<file path="src/rtl/matrix_buffer_if.sv">
// Write port and whole-matrix read stream bundle for matrix_buffer.
// master = producer/consumer side, slave = the buffer itself.
interface matrix_buffer_if #(
    parameter int WIDTH = 8,
    parameter int MW    = 2,
    parameter int EW    = 2
);
    logic                wr_valid;
    logic                wr_ready;
    logic [MW+EW-1:0]    wr_addr;
    logic [WIDTH-1:0]    wr_data;
    logic                rd_start;
    logic [MW-1:0]       rd_matrix;
    logic                rd_busy;
    logic                rd_valid;
    logic                rd_ready;
    logic [WIDTH-1:0]    rd_data;
    logic [EW-1:0]       rd_index;
    logic                rd_last;

    modport master (
        output wr_valid, wr_addr, wr_data, rd_start, rd_matrix, rd_ready,
        input  wr_ready, rd_busy, rd_valid, rd_data, rd_index, rd_last
    );

    modport slave (
        input  wr_valid, wr_addr, wr_data, rd_start, rd_matrix, rd_ready,
        output wr_ready, rd_busy, rd_valid, rd_data, rd_index, rd_last
    );
endinterface

</file>
<file path="src/rtl/matrix_buffer.sv">
// Matrix store with random-access writes and a streamed whole-matrix read.
// Optional MATRIX_BUFFER_LOCK_EN blocks writes into the matrix being streamed.
module matrix_buffer #(
    parameter int WIDTH        = 8,
    parameter int NUM_MATRICES = 4,
    parameter int ELEMS        = 4
) (
    input logic             clk,
    input logic             rst,
    matrix_buffer_if.slave  bus
);
    localparam int MW    = $clog2(NUM_MATRICES);
    localparam int EW    = $clog2(ELEMS);
    localparam int DEPTH = NUM_MATRICES * ELEMS;

    typedef enum logic {IDLE, STREAM} state_e;

    state_e            state_q;
    logic [MW-1:0]     mat_q;
    logic [EW-1:0]     idx_q;
    logic [EW-1:0]     idx_d;
    logic              rd_valid_q;
    logic              rd_last_q;
    logic [WIDTH-1:0]  rd_data_q;
    logic [WIDTH-1:0]  mem_q [DEPTH];
    logic [MW+EW-1:0]  fetch_addr_d;
    logic              wr_en;

`ifdef MATRIX_BUFFER_LOCK_EN
    assign bus.wr_ready = !((state_q == STREAM) && (bus.wr_addr[MW+EW-1:EW] == mat_q));
`else
    assign bus.wr_ready = 1'b1;
`endif

    assign wr_en        = bus.wr_valid && bus.wr_ready;
    assign bus.rd_busy  = (state_q == STREAM);
    assign bus.rd_valid = rd_valid_q;
    assign bus.rd_data  = rd_data_q;
    assign bus.rd_index = idx_q;
    assign bus.rd_last  = rd_last_q;

    always_comb begin
        idx_d        = idx_q + EW'(1);
        fetch_addr_d = (state_q == IDLE) ? {bus.rd_matrix, {EW{1'b0}}} : {mat_q, idx_d};
    end

    // Fetch reads mem_q before this edge's write lands, giving read-before-write.
    always_ff @(posedge clk) begin
        if (rst) begin
            for (int unsigned i = 0; i < DEPTH; i++) begin
                mem_q[i] <= '0;
            end
            state_q    <= IDLE;
            mat_q      <= '0;
            idx_q      <= '0;
            rd_valid_q <= 1'b0;
            rd_last_q  <= 1'b0;
            rd_data_q  <= '0;
        end else begin
            if (wr_en) begin
                mem_q[bus.wr_addr] <= bus.wr_data;
            end
            case (state_q)
                IDLE: begin
                    if (bus.rd_start) begin
                        state_q    <= STREAM;
                        mat_q      <= bus.rd_matrix;
                        idx_q      <= '0;
                        rd_valid_q <= 1'b1;
                        rd_last_q  <= 1'b0;
                        rd_data_q  <= mem_q[fetch_addr_d];
                    end
                end
                STREAM: begin
                    if (bus.rd_ready) begin
                        if (idx_q == EW'(ELEMS - 1)) begin
                            state_q    <= IDLE;
                            idx_q      <= '0;
                            rd_valid_q <= 1'b0;
                            rd_last_q  <= 1'b0;
                            rd_data_q  <= '0;
                        end else begin
                            idx_q     <= idx_d;
                            rd_last_q <= (idx_d == EW'(ELEMS - 1));
                            rd_data_q <= mem_q[fetch_addr_d];
                        end
                    end
                end
                default: state_q <= IDLE;
            endcase
        end
    end
endmodule

</file>
<file path="src/flat_wrapper.sv">
// flat-port wrapper written by rule: the top's interface ports become plain ports
module matrix_buffer_flat 
#(
    parameter int WIDTH        = 8,
    parameter int NUM_MATRICES = 4,
    parameter int ELEMS        = 4
)
  (clk, rst, bus_wr_valid, bus_wr_addr, bus_wr_data, bus_rd_start, bus_rd_matrix, bus_rd_ready, bus_wr_ready, bus_rd_busy, bus_rd_valid, bus_rd_data, bus_rd_index, bus_rd_last);
  matrix_buffer_if #(.WIDTH(WIDTH), .MW(2), .EW(2)) bus_i ();
  input logic clk;
  input logic rst;
  input wire logic [$bits(bus_i.wr_valid)-1:0] bus_wr_valid;
  input wire logic [$bits(bus_i.wr_addr)-1:0] bus_wr_addr;
  input wire logic [$bits(bus_i.wr_data)-1:0] bus_wr_data;
  input wire logic [$bits(bus_i.rd_start)-1:0] bus_rd_start;
  input wire logic [$bits(bus_i.rd_matrix)-1:0] bus_rd_matrix;
  input wire logic [$bits(bus_i.rd_ready)-1:0] bus_rd_ready;
  output wire logic [$bits(bus_i.wr_ready)-1:0] bus_wr_ready;
  output wire logic [$bits(bus_i.rd_busy)-1:0] bus_rd_busy;
  output wire logic [$bits(bus_i.rd_valid)-1:0] bus_rd_valid;
  output wire logic [$bits(bus_i.rd_data)-1:0] bus_rd_data;
  output wire logic [$bits(bus_i.rd_index)-1:0] bus_rd_index;
  output wire logic [$bits(bus_i.rd_last)-1:0] bus_rd_last;
  assign bus_i.wr_valid = bus_wr_valid;
  assign bus_i.wr_addr = bus_wr_addr;
  assign bus_i.wr_data = bus_wr_data;
  assign bus_i.rd_start = bus_rd_start;
  assign bus_i.rd_matrix = bus_rd_matrix;
  assign bus_i.rd_ready = bus_rd_ready;
  assign bus_wr_ready = bus_i.wr_ready;
  assign bus_rd_busy = bus_i.rd_busy;
  assign bus_rd_valid = bus_i.rd_valid;
  assign bus_rd_data = bus_i.rd_data;
  assign bus_rd_index = bus_i.rd_index;
  assign bus_rd_last = bus_i.rd_last;
  matrix_buffer #(.WIDTH(WIDTH), .NUM_MATRICES(NUM_MATRICES), .ELEMS(ELEMS)) u_core (.clk(clk), .rst(rst), .bus(bus_i));
endmodule
</file>
<file path="config.mk">
export PLATFORM = sky130hd
export DESIGN_NAME = matrix_buffer_flat
export DESIGN_NICKNAME = d
export VERILOG_FILES = /design/src/rtl/matrix_buffer_if.sv /design/src/rtl/matrix_buffer.sv /design/src/flat_wrapper.sv
export SDC_FILE = /design/constraint.sdc
export NUM_CORES = 1
export LEC_CHECK = 0
export CORE_AREA = 2 2 110 165
export DETAILED_ROUTE_END_ITERATION = 10
export DIE_AREA = 0 0 112 167
export PLACE_DENSITY_LB_ADDON = 0.15
export REMOVE_ABC_BUFFERS = 1
export SLEW_MARGIN = 20
export SYNTH_ARGS = -nofsm -noshare
export SYNTH_HDL_FRONTEND = slang
export SYNTH_SLANG_ARGS = --single-unit
</file>
<file path="constraint.sdc">
create_clock -name clk -period 6.4 [get_ports clk]
set_input_delay 0.64 -clock clk [delete_from_list [all_inputs] [get_ports clk]]
set_output_delay 0.64 -clock clk [all_outputs]
set_load 0.005 [all_outputs]
</file>
Word-level counts from Yosys, hierarchy flattened
Memory sizes are Yosys's and may differ from the RTL's. Cells that the tools add are included.

Bits in registers: 15. Latch bits: 0. RAM bits: 128. Memory bits (read-only): 0. Output and inout bits: 14. Memories kept: 1.

$add $sub $neg: 1. Multiply operators: 0. Divide/modulo/power cells: 0. Order comparisons: 0. Eq/ne operators: 5. Shift-type cells: 0. Muxes and demuxes: 29. Bitwise logic cells: 1. Reductions and logical operators: 4.

Memories: u_core.mem_q (words 16, width 8, read ports 1, clocked after Yosys merged registers in 0, wr ports 16, RTL line matrix_buffer.sv:25) `logic [WIDTH-1:0] mem_q [DEPTH];`.

Operators with widths (number): $mux 8 (4); $pmux 8 s2 (1); $mux 1 (15); $mux 4 (2); $reduce_or 8->1 (1); $mux 2 (3); $ne 2x2->1 const B (3); $pmux 1 s2 (3); $eq 2x2->1 const B (2); $pmux 2 s2 (1); $reduce_and 2->1 (2); $reduce_and 3->1 (1); $add 2x1->2 const B (1); $not 1->1 (1).

Longest topological paths before layout
An unclocked memory read counts as a cell.

Depth in word-level cells: 6. Gate-level depth with buffers: 11. Gate-level depth less buffers: 7.

Worst setup path before layout
No wires, ideal clock.

Kind: register -> register. From: register u_core.idx_q[0] (netlist: u_core.bus.rd_index[0]). To: register u_core.rd_data_q[2] (netlist: u_core.bus.rd_data[2]). Arrival: 2361 ps. Path slack: 3917 ps. Stages on the path, launching flop included: 12. Clock period less this slack: 2483 ps. Cell sequence: dfxtp_1 > buf_4 > clkinv_1 > clkbuf_1 > ha_1 > buf_2 > nand2b_1 > clkbuf_1 > a211oi_1 > o22a_1 > a311oi_1 > a221o_1.

Longest elaborated chain between the ends: 6.

Ends and longest elaborated chain: start, declared (RTL line matrix_buffer.sv:20) `logic [EW-1:0] idx_q;`; start signal, assigned (RTL line matrix_buffer.sv:83) `idx_q <= idx_d;`; $add 2x1->2 (RTL line matrix_buffer.sv:43) `idx_d = idx_q + EW'(1);`; $mux 4 (RTL line matrix_buffer.sv:44) `fetch_addr_d = (state_q == IDLE) ? {bus.rd_matrix, {EW{1'b0}}} : {mat_q, idx_d};`; $mem_v2 16x8; $mux 8 (RTL line matrix_buffer.sv:76) `if (idx_q == EW'(ELEMS - 1)) begin`; $mux 8 (RTL line matrix_buffer.sv:75) `if (bus.rd_ready) begin`; $pmux 8 s2 * (RTL line matrix_buffer.sv:63) `case (state_q)`; end signal, assigned (RTL line matrix_buffer.sv:71) `rd_data_q <= mem_q[fetch_addr_d];`; end signal, assigned (RTL line matrix_buffer.sv:85) `rd_data_q <= mem_q[fetch_addr_d];`; end, declared (RTL line matrix_buffer.sv:24) `logic [WIDTH-1:0] rd_data_q;`.

Every way passes the cells marked *; elsewhere a longest branch is shown, timed or not. The select of a mux whose other input is x is not followed. A chain may end at the register's enable or synchronous reset.

Final worst setup path
Same ends and word-level chain as after synthesis.

==> flow_summary_export.csv <==
group,metric,value,unit
pwr,clockPowerShare,0.463,
timing,relSlewSlack,0.343,
clocking,cts_resized,0,
cells_and_area,area_delta_synth_final,16.5,%
clocking,clock_latency,0.43,ns
critical_path,cp.required,6.72,ns
critical_path,startpoint_type,"flop",
clocking,clkTransAtPathRegs,0.06,ns
clocking,cts.sinks,143,
clocking,cts_made_buffers,17,
clocking,cts_tree,"yes",
yosys,synth_top_area_share,0.566,
global_routing,grt_usage,0.206,
run_status,status,"complete, no violations",
timing,finalHoldViolations,0,
routing,drt-vias-per-instance,5.71,
place,dp_hpwl,13000,µm
cells_and_area,final_common_cell,"and2_1",
timing,hold_slack,0.478,ns
floorplan,num_io_pins,33,
critical_path,crit_arrival,3.85,ns
timing,final.setup.tns,0,ns
timing,max_slew.worst_pin.slew,0.957,ns
pwr,p_seq_frac,0.453,
critical_path,end_kind,"flop",
timing,rsz0062_at_grt,"false",
critical_path,r2r_start,"u_core.bus.rd_index[0]",
routing,drt_first_pass_iters,6,
yosys,synth_edf_count,128,
routing,drcViolationCount,0,
cells_and_area,fin_nets,575,
yosys,synth-seq-cells,143,
routing,routed_wl,18700,µm
critical_path,crit_start,"u_core.bus.rd_index[0]",
place,dpl-instance-area,7240,µm²
global_routing,antenna_found_initial,0,
floorplan,die_h,167,µm
routing,ant_nets,0,
critical_path,crit_type,"flop to flop",
yosys,netlist_instances,535,
floorplan,die_area,18700,µm²
cells_and_area,multi_input_area,2490,µm²
routing,dr.first_iter.drc_count,419,
yosys,yosys-top-cells-area,"edfxtp_1, and2_1, dfxtp_1, mux2i_1, o221ai_1",
hold_path,hold_path_class,"flop to flop",
pwr,internal-power,0.00191,W
yosys,ys_types,46,
cells_and_area,final_cell_mix,"and2_1, edfxtp_1, clkdlybuf4s50_1",
cells_and_area,regArea,4150,µm²
pwr,cellLeakagePower,2.71,nW
cells_and_area,fin_area,7920,µm²
global_routing,grt_max_degree,39,
timing,min_period,3.54,ns
floorplan,num_rows,59,
place,finalWeightedCongestion,0.872,
timing,drv_slew,0,
timing,fin_skew,0.00648,ns
yosys,ys_seq_area_frac,0.610,
floorplan,die_w,112,µm
global_routing,grt_pass1_wl,27500,µm
pwr,power.switching,0.000538,W
routing,vias,4460,
routing,routedWlPerCell,24.0,µm
yosys,async_flop_share,0,
pwr,ir_drop,0.000201,V
global_routing,overflow,0,
clocking,htree_levels,4,
place,portBuffers,31,
yosys,syn-cell-area,6800,µm²
yosys,ys_warn_count,0,
cells_and_area,fillCellCount,1590,
cells_and_area,drive_gt1_frac,0.113,
clocking,postCtsSetupRepairBufs,0,
clocking,clock_path_buffers,2,
clocking,postCtsHoldBufs,0,
clocking,cts_root_buf,"clkbuf_16",
yosys,yosys.area.top_type,"edfxtp_1",
timing,setup_viol,0,
yosys,post_synth.cell_area_avg,12.7,µm²
floorplan,start_util,0.393,
hold_path,hold_path_startpoint,"u_core.bus.rd_valid",
pwr,swShare,0.220,
timing,min_period_over_period,0.553,
floorplan,core,17300,µm²
global_routing,grt_pass1_vias,4431,
timing,fmax,283,MHz
yosys,synth_ff_type,"edfxtp_1",
pwr,powerDensity,309,nW/µm²
critical_path,cp_max_fo,25,
pwr,pwr-share-comb,0.084,
flow_run,maxCapViolCount,0,
-- area by class of cell --
type | count | area share
Antenna cell | 1 | 0.000316
Clock buffer | 22 | 0.0586
Clock inverter | 10 | 0.0266
Inverter | 2 | 0.000948
Multi-Input combinational cell | 356 | 0.314
Sequential cell | 143 | 0.524
Tap cell | 213 | 0.0337
Timing Repair Buffer | 34 | 0.0420
-- Yosys cell counts, types with 3 or more instances --
cell type and number:
nand2_1 11, o221ai_1 24, nand4_1 4, a21oi_1 17
a21o_1 4, a221oi_1 3, mux2i_1 23, buf_2 8
mux2_2 5, a221o_1 3, dfxtp_1 15, or2_2 16
nand3_1 6, and2_1 134, nor2_1 25, a31oi_1 8
clkbuf_1 20, a311oi_1 3, a211oi_1 8, nor2b_1 10
a22oi_1 5, o21ai_0 5, nand2b_1 8, o21ai_1 4
edfxtp_1 128, nand3b_1 3, buf_4 3, nor3_1 4
mux4_2 8
-- per-stage QoR --
stage,power [W],std cells,util,worst slack [ns]
floorplan,0.00122,501,-,2.47
global placement,0.00133,748,0.419,3.02
detailed placement,0.00133,748,0.419,2.94
CTS,0.00246,780,0.458,2.93
global route,0.00251,780,0.458,2.75
finish,0.00245,781,0.458,2.86
-- layer usage --
| metal | vias up | wire length, µm | track usage |
|---|---|---|---|
| met2 | 144 | 10100 | 0.370 |
| li1 | 2028 | - | - |
| met3 | 51 | 780 | 0.0393 |
| met4 | 0 | 765 | 0.105 |
| met5 | - | 0 | 0 |
| met1 | 2237 | 7060 | 0.231 |
-- cells by family (layout without fill, tap and decap cells) --
group / after synthesis / after routing / share of synthesized area
AND/OR/NAND/NOR: 225 / 225 / 0.194
flip-flops: 143 / 143 / 0.610
AO/OA/AOI/OAI: 91 / 91 / 0.0970
multiplexers: 37 / 37 / 0.0703
buffers and inverters: 36 / 68 / 0.0243
adder cells (fa/ha/maj): 2 / 2 / 0.00368
other: 1 / 2 / 0.000552
-- power groups by stage --
stage / Combinational (W) / Sequential, W / Clock, W
after floorplan: 0.000109 / 0.00111 / 0
after global placement: 0.000203 / 0.00113 / 0
after detailed placement: 0.000205 / 0.00113 / 0
after CTS: 0.000206 / 0.00111 / 0.00114
after global routing: 0.000221 / 0.00111 / 0.00118
final: 0.000205 / 0.00111 / 0.00113
-- final timing paths --
check / slack (ns) / depth (start not counted) / end
worst min register to register: 0.48 / 2 / u_core.bus.rd_valid
worst min-delay path: 0.48 / 2 / u_core.bus.rd_valid
worst max register to register: 2.86 / 7 / u_core.bus.rd_data[2]
worst max-delay path: 2.86 / 7 / u_core.bus.rd_data[2]
-- state kept, by name, summed over array words and instances (netlist names) --
| name | cells |
|---|---|
| u_core.bus.rd_index | 2 |
| u_core.bus.rd_valid | 1 |
| u_core.bus.rd_data | 8 |
| u_core.bus.rd_last | 1 |
| u_core.bus.rd_busy | 1 |
| u_core.mat_q | 2 |
| u_core.mem_q | 128 |
-- critical path, stage by stage, from the launching register on --
cell,delay [ns]
dfxtp_2,0.33
clkinv_1,0.60
ha_1,0.86
nand2b_1,0.52
a211oi_1,0.51
o22a_1,0.22
a311oi_1,0.05
a221o_1,0.31
Power figures use the tool's default switching activity.
